--- config.mk ---
export PLATFORM = sky130hd
export DESIGN_NAME = run_sequencer
export DESIGN_NICKNAME = d
export VERILOG_FILES = /design/src/rtl/run_seq_pkg.sv /design/src/rtl/run_sequencer_core_done_tracker.sv /design/src/rtl/run_sequencer.sv
export SDC_FILE = /design/constraint.sdc
export NUM_CORES = 1
export LEC_CHECK = 0
export CORE_ASPECT_RATIO = 1.1
export CORE_UTILIZATION = 30
export DETAILED_ROUTE_END_ITERATION = 7
export GPL_TIMING_DRIVEN = 1
export PLACE_DENSITY_LB_ADDON = 0.12
export SKIP_CTS_REPAIR_TIMING = 1
export SLEW_MARGIN = 10
export SYNTH_ARGS = -nofsm -noshare
export SYNTH_HDL_FRONTEND = slang
export SYNTH_SLANG_ARGS = --single-unit
export TNS_END_PERCENT = 30
--- constraint.sdc ---
create_clock -name clk -period 5.3 [get_ports clk]
set_clock_uncertainty 0.15 [all_clocks]
set_input_delay 1.325 -clock clk [delete_from_list [all_inputs] [get_ports clk]]
set_output_delay 1.325 -clock clk [all_outputs]
set_load 0.1 [all_outputs]
--- src/rtl/run_seq_pkg.sv ---
// run_seq_pkg: shared state encoding and default sizing for the run sequencer.
package run_seq_pkg;
  localparam int DEFAULT_TIME_W = 26;
  localparam int DEFAULT_TIMEOUT = 2 ** 24;
  typedef enum logic [2:0] {IDLE, CLEAR, LAUNCH, RUN, STOP, CAPTURE, DONE} state_t;
endpackage

--- src/rtl/run_sequencer_core_done_tracker.sv ---
// core_done_tracker: sticky per-core done collection over the active mask.
module core_done_tracker #(
  parameter int NUM_CORES = 4
) (
  input  logic                 clk,
  input  logic                 rst,
  input  logic                 clr,
  input  logic                 en,
  input  logic [NUM_CORES-1:0] activeMask,
  input  logic [NUM_CORES-1:0] coreDone,
  output logic [NUM_CORES-1:0] doneSeen,
  output logic                 allDone
);
  always_ff @(posedge clk or posedge rst)
    if (rst) doneSeen <= '0;
    else if (clr) doneSeen <= '0;
    else if (en) doneSeen <= doneSeen | (coreDone & activeMask);
  // Includes this cycle's done so completion is recognised without an extra cycle.
  assign allDone = (doneSeen | (coreDone & activeMask)) == activeMask;
endmodule

--- src/rtl/run_sequencer.sv ---
// run_sequencer: clears/starts the cycle counter, launches cores, and captures elapsed run time.
module run_sequencer
  import run_seq_pkg::*;
#(
  parameter int NUM_CORES = 4,
  parameter int TIME_W    = DEFAULT_TIME_W,
  parameter int TIMEOUT   = DEFAULT_TIMEOUT
) (
  input  logic                 clk,
  input  logic                 rst,
  input  logic                 runReq,
  input  logic [NUM_CORES-1:0] coreMask,
  input  logic [NUM_CORES-1:0] coreDone,
  input  logic                 ack,
  input  logic [TIME_W-1:0]    timerValue,
  output logic [NUM_CORES-1:0] coreStart,
  output logic                 timerRstN,
  output logic                 timerStart,
  output logic                 timerStop,
  output logic [TIME_W-1:0]    runTime,
  output logic                 busy,
  output logic                 runDone,
  output logic                 timedOut
);
  localparam int WD_W = TIMEOUT > 2 ? $clog2(TIMEOUT) : 1;
  localparam logic [WD_W-1:0] WD_MAX = WD_W'(TIMEOUT - 1);
  if (64'(TIMEOUT) >= (64'd1 << TIME_W)) begin : g_bad_timeout
    $error("TIMEOUT must be below 2**TIME_W");
  end
  state_t state;
  logic [NUM_CORES-1:0] activeMask, doneSeen;
  logic [WD_W-1:0] wdog;
  logic start, allDone;
  assign start = runReq && |coreMask;
  core_done_tracker #(.NUM_CORES(NUM_CORES)) u_tracker (
    .clk(clk),
    .rst(rst),
    .clr(state == IDLE && start),
    .en(state == RUN),
    .activeMask(activeMask),
    .coreDone(coreDone),
    .doneSeen(doneSeen),
    .allDone(allDone)
  );
  always_ff @(posedge clk or posedge rst)
    if (rst) begin
      state <= IDLE;
      activeMask <= '0;
      wdog <= '0;
      timedOut <= 1'b0;
      runTime <= '0;
    end else
      case (state)
        IDLE: if (start) begin
          state <= CLEAR;
          activeMask <= coreMask;
          wdog <= '0;
          timedOut <= 1'b0;
        end
        CLEAR: state <= LAUNCH;
        LAUNCH: state <= RUN;
        RUN: if (allDone || wdog == WD_MAX) state <= STOP;
             else wdog <= wdog + WD_W'(1);
        // Collected set already holds the final RUN cycle, so a short set means the watchdog ended it.
        STOP: begin
          state <= CAPTURE;
          timedOut <= doneSeen != activeMask;
        end
        CAPTURE: begin
          state <= DONE;
          runTime <= timerValue;
        end
        DONE: if (ack) state <= IDLE;
        default: state <= IDLE;
      endcase
  assign coreStart = state == LAUNCH ? activeMask : '0;
  assign timerStart = state == LAUNCH;
  assign timerStop = state == STOP;
  assign timerRstN = !rst && state != CLEAR;
  assign busy = state != IDLE && state != DONE;
  assign runDone = state == DONE;
endmodule

* After elaboration in Yosys (flattened, before gate mapping)
Cells that the tools add are included. Widths: inputs -> output; s select.
Word-level totals: register bits 62, input bits 38, output and inout bits 36, logic and storage cells 52
Cells by class: add/sub/neg operators 1, eq/ne operators 15, muxes and demuxes 12, bitwise logic cells 2, reductions and logical operators 16
Operator list (count):
- $mux 24 | 2
- $pmux 24 s2 | 1
- $add 24x1->24 const B | 1
- $eq 24x24->1 const B | 1
- $pmux 3 s7 | 1
- $mux 4 | 3
- $eq 3x3->1 const B | 3
- $mux 3 | 3
- $ne 2x2->1 const B | 4
- $eq 3x2->1 const B | 2
- $reduce_and 3->1 | 2
- $reduce_bool 2->1 | 3
- $and 4x4->4 | 1
- $eq 4x4->1 | 1
- $logic_and 1x1->1 | 4
- $ne 4x4->1 | 1
- $or 4x4->4 | 1
- $reduce_and 2->1 | 2
- $reduce_or 4->1 | 1
- $eq 3x1->1 const B | 1
- $logic_not 3->1 | 1
- $ne 3x1->1 const B | 1
- $ne 3x3->1 const B | 1
- $reduce_bool 3->1 | 1
- other kinds (4) | 4

* Longest topological paths before layout
Gate-level depths: netlist of run 1.
word-level depth 6, gate-level depth with buffers 9, depth with buffers taken out 7

* Modules after synthesis
Synthesis of run 1 repeated with hierarchy kept, for this count alone.
Second synthesis, totals: cells, all modules 285, area total of the unflattened synthesis 3083.0 µm²
Modules (own cells, without submodules):
- run_sequencer | instances 1, cells each 260, area an instance 2861.5 µm², seq. area each 1451.4 µm²
- core_done_tracker | instances 1, cells each 25, area an instance 221.5 µm², seq. area each 100.1 µm²

* Worst setup path before layout of run 1
OpenSTA, ideal clock, no wires.
path type register -> output, start register state[0], end output coreStart[0], arrival time 2.935 ns, required time 3.825 ns, path slack 0.890 ns, cell stages (with the launch flop) 5, buffers on the path 1, path through dfrtp_1 > buf_2 > nand2b_1 > nor2_1 > and2_1
Between the ends: word-level cells in the longest chain between the ends 2
RTL lines:
- from (decl) | RTL line run_sequencer.sv:30 | state_t state;
- from (signal assigned) | RTL line run_sequencer.sv:47 | state <= IDLE;
- from (signal assigned) | RTL line run_sequencer.sv:55 | state <= CLEAR;
- from (signal assigned) | RTL line run_sequencer.sv:60 | CLEAR: state <= LAUNCH;
- $eq 3x2->1
- named net timerStart | RTL line run_sequencer.sv:18 | output logic timerStart,
- $mux 4 | RTL line run_sequencer.sv:76 | assign coreStart = state == LAUNCH ? activeMask : '0;
- to (decl) | RTL line run_sequencer.sv:16 | output logic [NUM_CORES-1:0] coreStart,
The timed path passes the listed nets, and every way through them passes these cells.

* Worst setup path in the final report of run 1
start register state[0], end output coreStart[2]
Between the ends: word-level cells in the longest chain between the ends 2
RTL lines (RTL line):
- $eq 3x2->1 | run_sequencer.sv:76
- $mux 4 | run_sequencer.sv:76
Every way passes these cells.

==> summary.txt, run 1 <==
Synthesis
  • Mapped cell area: roughly 3100 sq um
  • Post-synth top area share: 0.5008
  • Netlist cell types: 44
  • Cells after Synth: 293
  • Post-Syn Nets: ~330
  • EDFF count, synth: 0
  • Ys flop type: dfrtp_1
  • Synth top cells by count: dfrtp_1 (62), nand2_1 (31), mux2_2 (27)
  • Top-count cell post-synth: dfrtp_1
  • Yosys top cell by area: dfrtp_1
  • YS warnings: 0
  • Syn Area/Cell: roughly 11 sq um
  • Register area share after synthesis: 0.5008
  • Ranking of synthesized cells by area: dfrtp_1 (50%), mux2_2 (9.8%), mux2i_1 (4.2%)
  • Flops & latches, synth: a little over 60
  • Post-synth ARST share: 1.000

Routing
  • Routed Antenna Nets: 0
  • Via total after detailed routing: around 2500
  • Number of remaining DRC errors: 0
  • WL final: 7.035 mm
  • Routed vias/inst: 4.990
  • Detailed Routing Iterations Pass 1: 5
  • Avg WL per Cell: between 10 and 15 um
  • First DRT Iteration DRCs: around 110

Critical path
  • Crit path max fanout: 10
  • WS Path Type: register to output pin
  • Crit end category: output pin
  • Critical Path RT: ~3.8 ns
  • CP Launch Type: register
  • CP Data Arrival Time: 2.63 ns

Clock network
  • Clock transition at the registers of the reported paths: about 0.070 ns
  • Num CTS Buffers: 9
  • Worst-Skew Late Latency: roughly 0.34 ns
  • Clock Tree Root: clkbuf_8
  • Clk buf depth: 2
  • CTS sink cnt: slightly above 60
  • CTS tree: done
  • CTS H-Tree Depth: 3

Place
  • Input/output buffers: 73
  • GPL Wtd Cong: 0.7193
  • Post-DP HPWL: 4.817 mm

Finish
  • Area grow syn2layout: 32.71%
  • Fin util: 0.4138
  • Share of cells above drive strength 1: 0.1482
  • Register area: roughly 1600 sq um
  • Fillers: just under 1000
  • Antenna cells: 0
  • Multi-input gate area: about 1400 sq um
  • Nets: 405

Floorplan
  • Die width: 98.89 um
  • Die ar.: between 10000 and 15000 sq um
  • Die H: between 100 and 150 um
  • # IOs: 74
  • Initial core utilization: 0.3118
  • # rows: 38
  • Core area: approximately 10000 sq um

Global route
  • Total gr overflow: 0
  • Initial antenna violation count: 0
  • First-pass GRT wire length: around 12 mm
  • Largest net degree at the start of global routing: 41
  • Global Route Usage Sum: 0.1414
  • Vias in the first global route: 2411

STA
  • FMAX: 243.5 MHz
  • Worst-Margin Slew: ~1 ns
  • Worst slew margin: 0.3326
  • Setup TNS: 0 ns
  • Clock period minus worst slack: around 4.1 ns
  • Slew Limit Fails: 0
  • Setup violations, final: 0
  • Final hold vios: 0
  • Fin crit share: 0.7749
  • RSZ-0062 raised after global routing: no

Worst hold path
  • Worst min path class: register to register

Status
  • Status: completed

Run
  • MaxCap Viol Count: 0
==> per-stage QoR <==
stage | instances | worst slack (ns) | hold WS [ns] | area (sq um)
floorplan | 293 | 0.8895 | 0.3137 | 3098
global placement | 475 | 1.476 | 0.3373 | 3921
detailed placement | 475 | 1.474 | 0.3419 | 3921
CTS | 491 | 1.132 | 0.3536 | 4111
global route | 491 | 0.9846 | 0.3714 | 4111
finish | 491 | 1.193 | 0.3470 | 4111
==> worst max-delay path, cell delays in order (launching register included) <==
cell,delay [ns]
dfrtp_1,0.48
nand2b_1,0.21
nor2_1,0.29
and2_1,0.18
clkdlybuf4s50_1,1.12
==> final cells by class <==
type,count,share of cell area
Clock buffer,11,0.03195
Inverter,13,0.01187
Timing Repair Buffer,77,0.1844
Sequential cell,62,0.3774
Multi-Input combinational cell,203,0.3436
Tap cell,120,0.03652
Clock inverter,5,0.01430
==> cells in the final DEF (no fill, tap or decap), drive strengths merged, types with 3 or more instances in the layout <==
cell type,netlist,final
clkdlybuf4s50,0,72
dfrtp,62,62
nand2,31,31
mux2,31,31
nand3,20,20
o21ai,16,16
inv,13,14
mux2i,13,13
clkbuf,4,11
nor2,9,9
a21o,9,9
nand4,8,8
and2,7,7
nor4,7,7
or3,6,6
nor3,6,6
and3,5,5
buf,11,5
nand2b,4,4
a21oi,4,4
o22ai,3,3
nor3b,3,3
a31oi,3,3
==> per-layer routing <==
metal | wire length [um] | track usage
met5 | 0 | 0
met4 | 120 | 0.07356
met3 | 541 | 0.05559
met2 | 2978 | 0.2093
met1 | 3395 | 0.1777
==> cells by family after synthesis <==
logic type	synth area share
AOI/OAI and AO/OA	0.09047
xor gates and xnor gates	0.005655
adders and majority gates	0.004038
buffers and inverters	0.04322
DFF	0.5008
muxes	0.1571
and+or+nand+nor	0.1987
==> sequential cells by signal, indices dropped and copies added, names as in the netlist <==
register            flops
wdog                   24
activeMask              4
state                   3
timedOut                1
u_tracker.doneSeen      4
runTime                26
==> path summary, 6_finish.rpt <==
check,start,endpoint,slack (ns),cells past startpoint
min in group asynchronous,rst,timedOut,1.36,2
min reg2reg,wdog[12],wdog[12],0.35,1
max,state[0],coreStart[2],1.19,4
min,wdog[12],wdog[12],0.35,1
max reg2reg,state[0],wdog[10],2.36,6
max in group asynchronous,rst,wdog[15],2.79,3
Power of run 1 is left out: the tool's default activity adds up to more than one toggle a clock period on the data nets, which glitch-free logic cannot reach.
==> run 2: changes to the inputs <==
==> constraint.sdc (replaced) <==
create_clock -name clk -period 4.25 [get_ports clk]
set_clock_uncertainty 0.15 [all_clocks]
set_input_delay 1.0625 -clock clk [delete_from_list [all_inputs] [get_ports clk]]
set_output_delay 1.0625 -clock clk [all_outputs]
set_load 0.1 [all_outputs]
==> run 2 against run 1 <==
  * Utilization increased by 0.13 points
  * Die area unchanged
  * Cell area increased by 0.30%
  * Highest routed layer unchanged
==> summary.txt, run 2 (synthesized netlist as in run 1, its figures left out) <==
Status
  • Status: completed (unchanged)

Routing
  • Via total after detailed routing: 2470 (was 2450)
  • WL final: 7.069 mm (was 7.035 mm)
  • First DRT Iteration DRCs: 86 (was 106)
  • Detailed Routing Iterations Pass 1: 4 (was 5)
  • Routed Antenna Nets: 0 (unchanged)
  • Number of remaining DRC errors: 0 (unchanged)
  • Routed vias/inst: 5.031 (was 4.990)
  • Avg WL per Cell: 14.40 um (was 14.33 um)

Critical path
  • CP Data Arrival Time: 3.36 ns (was 2.63 ns)
  • Crit end category: register (was output pin)
  • Crit path launch: coreDone[1] (was state[0])
  • CP Launch Type: input pin (was register)
  • Setup slack, reg-to-reg: 1.23 ns (was 2.36 ns)
  • Reg2Reg Depth: 6 (unchanged)
  • WS Path Type: input pin to register (was register to output pin)
  • Crit path max fanout: 23 (was 10)
  • RR Startpoint: state[0] (unchanged)
  • Reg-to-reg endpoint: wdog[16] (was wdog[10])
  • Critical Path Sink: wdog[16] (was coreStart[2])
  • Critical Path RT: 4.33 ns (was 3.83 ns)

STA
  • Worst slew margin: 0.2119 (was 0.3326)
  • FMAX: 304.9 MHz
  • Setup violations, final: 0 (unchanged)
  • Clock period minus worst slack: around 3.3 ns
  • Worst-Margin Slew: 1.172 ns (was 0.9980 ns)
  • Setup TNS: 0 ns (unchanged)
  • Fin crit share: 0.7717
  • Final hold vios: 0 (unchanged)
  • RSZ-0062 raised after global routing: no (unchanged)
  • Slew Limit Fails: 0 (unchanged)

Finish
  • Design area: 4124 sq um (was 4111 sq um)
  • Largest Register: runTime (unchanged)
  • Area grow syn2layout: 33.12% (was 32.71%)
  • Finished Layout Cells: 491 (unchanged)
  • Antenna cells: 0 (unchanged)
  • Share of cells above drive strength 1: 0.1725 (was 0.1482)
  • Max reg flops: 26 (unchanged)
  • Most frequent cells in the layout: clkdlybuf4s50_1 (64), dfrtp_1 (62), nand2_1 (31) (was clkdlybuf4s50_1 (72), dfrtp_1 (62), nand2_1 (31))
  • Most common cell after layout, fill and taps aside: clkdlybuf4s50_1 (unchanged)
  • Nets: 406 (was 405)
  • Biggest regs: runTime (26), wdog (24) (unchanged)

Place
  • Input/output buffers: 73 (unchanged)
  • Placed Cells incl. Taps: 476 (was 475)
  • Post-DP HPWL: 4.863 mm (was 4.817 mm)
  • Placed cell area: 3921 sq um (unchanged)
  • GPL Wtd Cong: 0.7238 (was 0.7193)

Global route
  • Initial antenna violation count: 0 (unchanged)
  • Total gr overflow: 0 (unchanged)
  • Global Route Usage Sum: 0.1432 (was 0.1414)
  • First-pass GRT wire length: 11.98 mm (was 11.67 mm)
  • Largest net degree at the start of global routing: 33 (was 41)
  • Vias in the first global route: 2556 (was 2411)

Clock network
  • Worst-Skew Late Latency: 0.33 ns (was 0.34 ns)
  • Clock Tree Root: clkbuf_8 (unchanged)
  • CTS tree: done (unchanged)
  • CTS sink cnt: 62 (unchanged)
  • Clock transition at the registers of the reported paths: 0.07 ns (about the same)
  • Clk buf depth: 2 (unchanged)
  • Num CTS Buffers: 9 (unchanged)
  • CTS H-Tree Depth: 3 (unchanged)

Floorplan
  • # rows: 38 (unchanged)
  • # IOs: 74 (unchanged)
  • Die width: 98.89 um (unchanged)
  • Core area: 9937 sq um (unchanged)
  • Die ar.: 10740 sq um (unchanged)
  • Die H: 108.6 um (unchanged)
  • Initial core utilization: 0.3118 (unchanged)

Worst hold path
  • Worst min path class: register to register (unchanged)

Run
  • MaxCap Viol Count: 0 (unchanged)
[run 2: cell count changes in the layout (fill, tap and decap cells not counted), moves of 2 or more]
| cell | previous run | this run |
|---|---|---|
| clkinv_2 | 1 | 3 |
| clkdlybuf4s50_1 | 72 | 64 |
| buf_4 | 5 | 13 |
| clkinvlp_4 | 2 | 0 |
[run 2: cell type report]
| class | count | area, sq um |
|---|---|---|
| clock buffer | 10 | 127.6 |
| clock inverter | 5 | 75.07 |
| fill | 1020 | 5813 |
| inverter | 13 | 48.80 |
| multi-input combinational | 203 | 1413 |
| sequential | 62 | 1551 |
| tap | 120 | 150.1 |
| timing repair buffer | 78 | 758.2 |
[run 2: stage by stage]
| step | setup slack (ns) | utilization | hold slack [ns] |
|---|---|---|---|
| after floorplan | 0.1020 | - | 0.3137 |
| after global placement | 0.6216 | 0.3946 | 0.3364 |
| after detailed placement | 0.6369 | 0.3946 | 0.3352 |
| after CTS | 0.9856 | 0.4150 | 0.3458 |
| after global routing | 0.8877 | 0.4150 | 0.3725 |
| final | 0.9703 | 0.4150 | 0.3399 |
[run 2: per-layer routing]
metal	vias to the layer above	global-route usage	part of all wire
li1	1200	-	-
met1	1205	0.1734	0.48
met2	60	0.2273	0.44
met3	5	0.06529	0.075
met4	0	0.04478	0.0095
met5	-	0	0
[run 2: worst min-delay path by stage]
| stage | start | slack, ns | end | cells after the start |
|---|---|---|---|---|
| finish | wdog[12] | 0.34 | wdog[12] | 1 |
| global route | runTime[2] | 0.37 | runTime[2] | 1 |
| CTS | wdog[12] | 0.35 | wdog[12] | 1 |
| detailed placement | wdog[12] | 0.34 | wdog[12] | 1 |
| global placement | wdog[12] | 0.34 | wdog[12] | 1 |
| floorplan | wdog[12] | 0.31 | wdog[12] | 1 |
[run 2: worst max-delay path, cell delays in order]
cell and delay [ns]:
clkdlybuf4s50_1 0.48, o22ai_1 0.09, or4_4 0.55, and3_1 0.51, buf_4 0.32, mux2i_1 0.12, a21o_1 0.22
Power of run 2 is left out for the same reason.
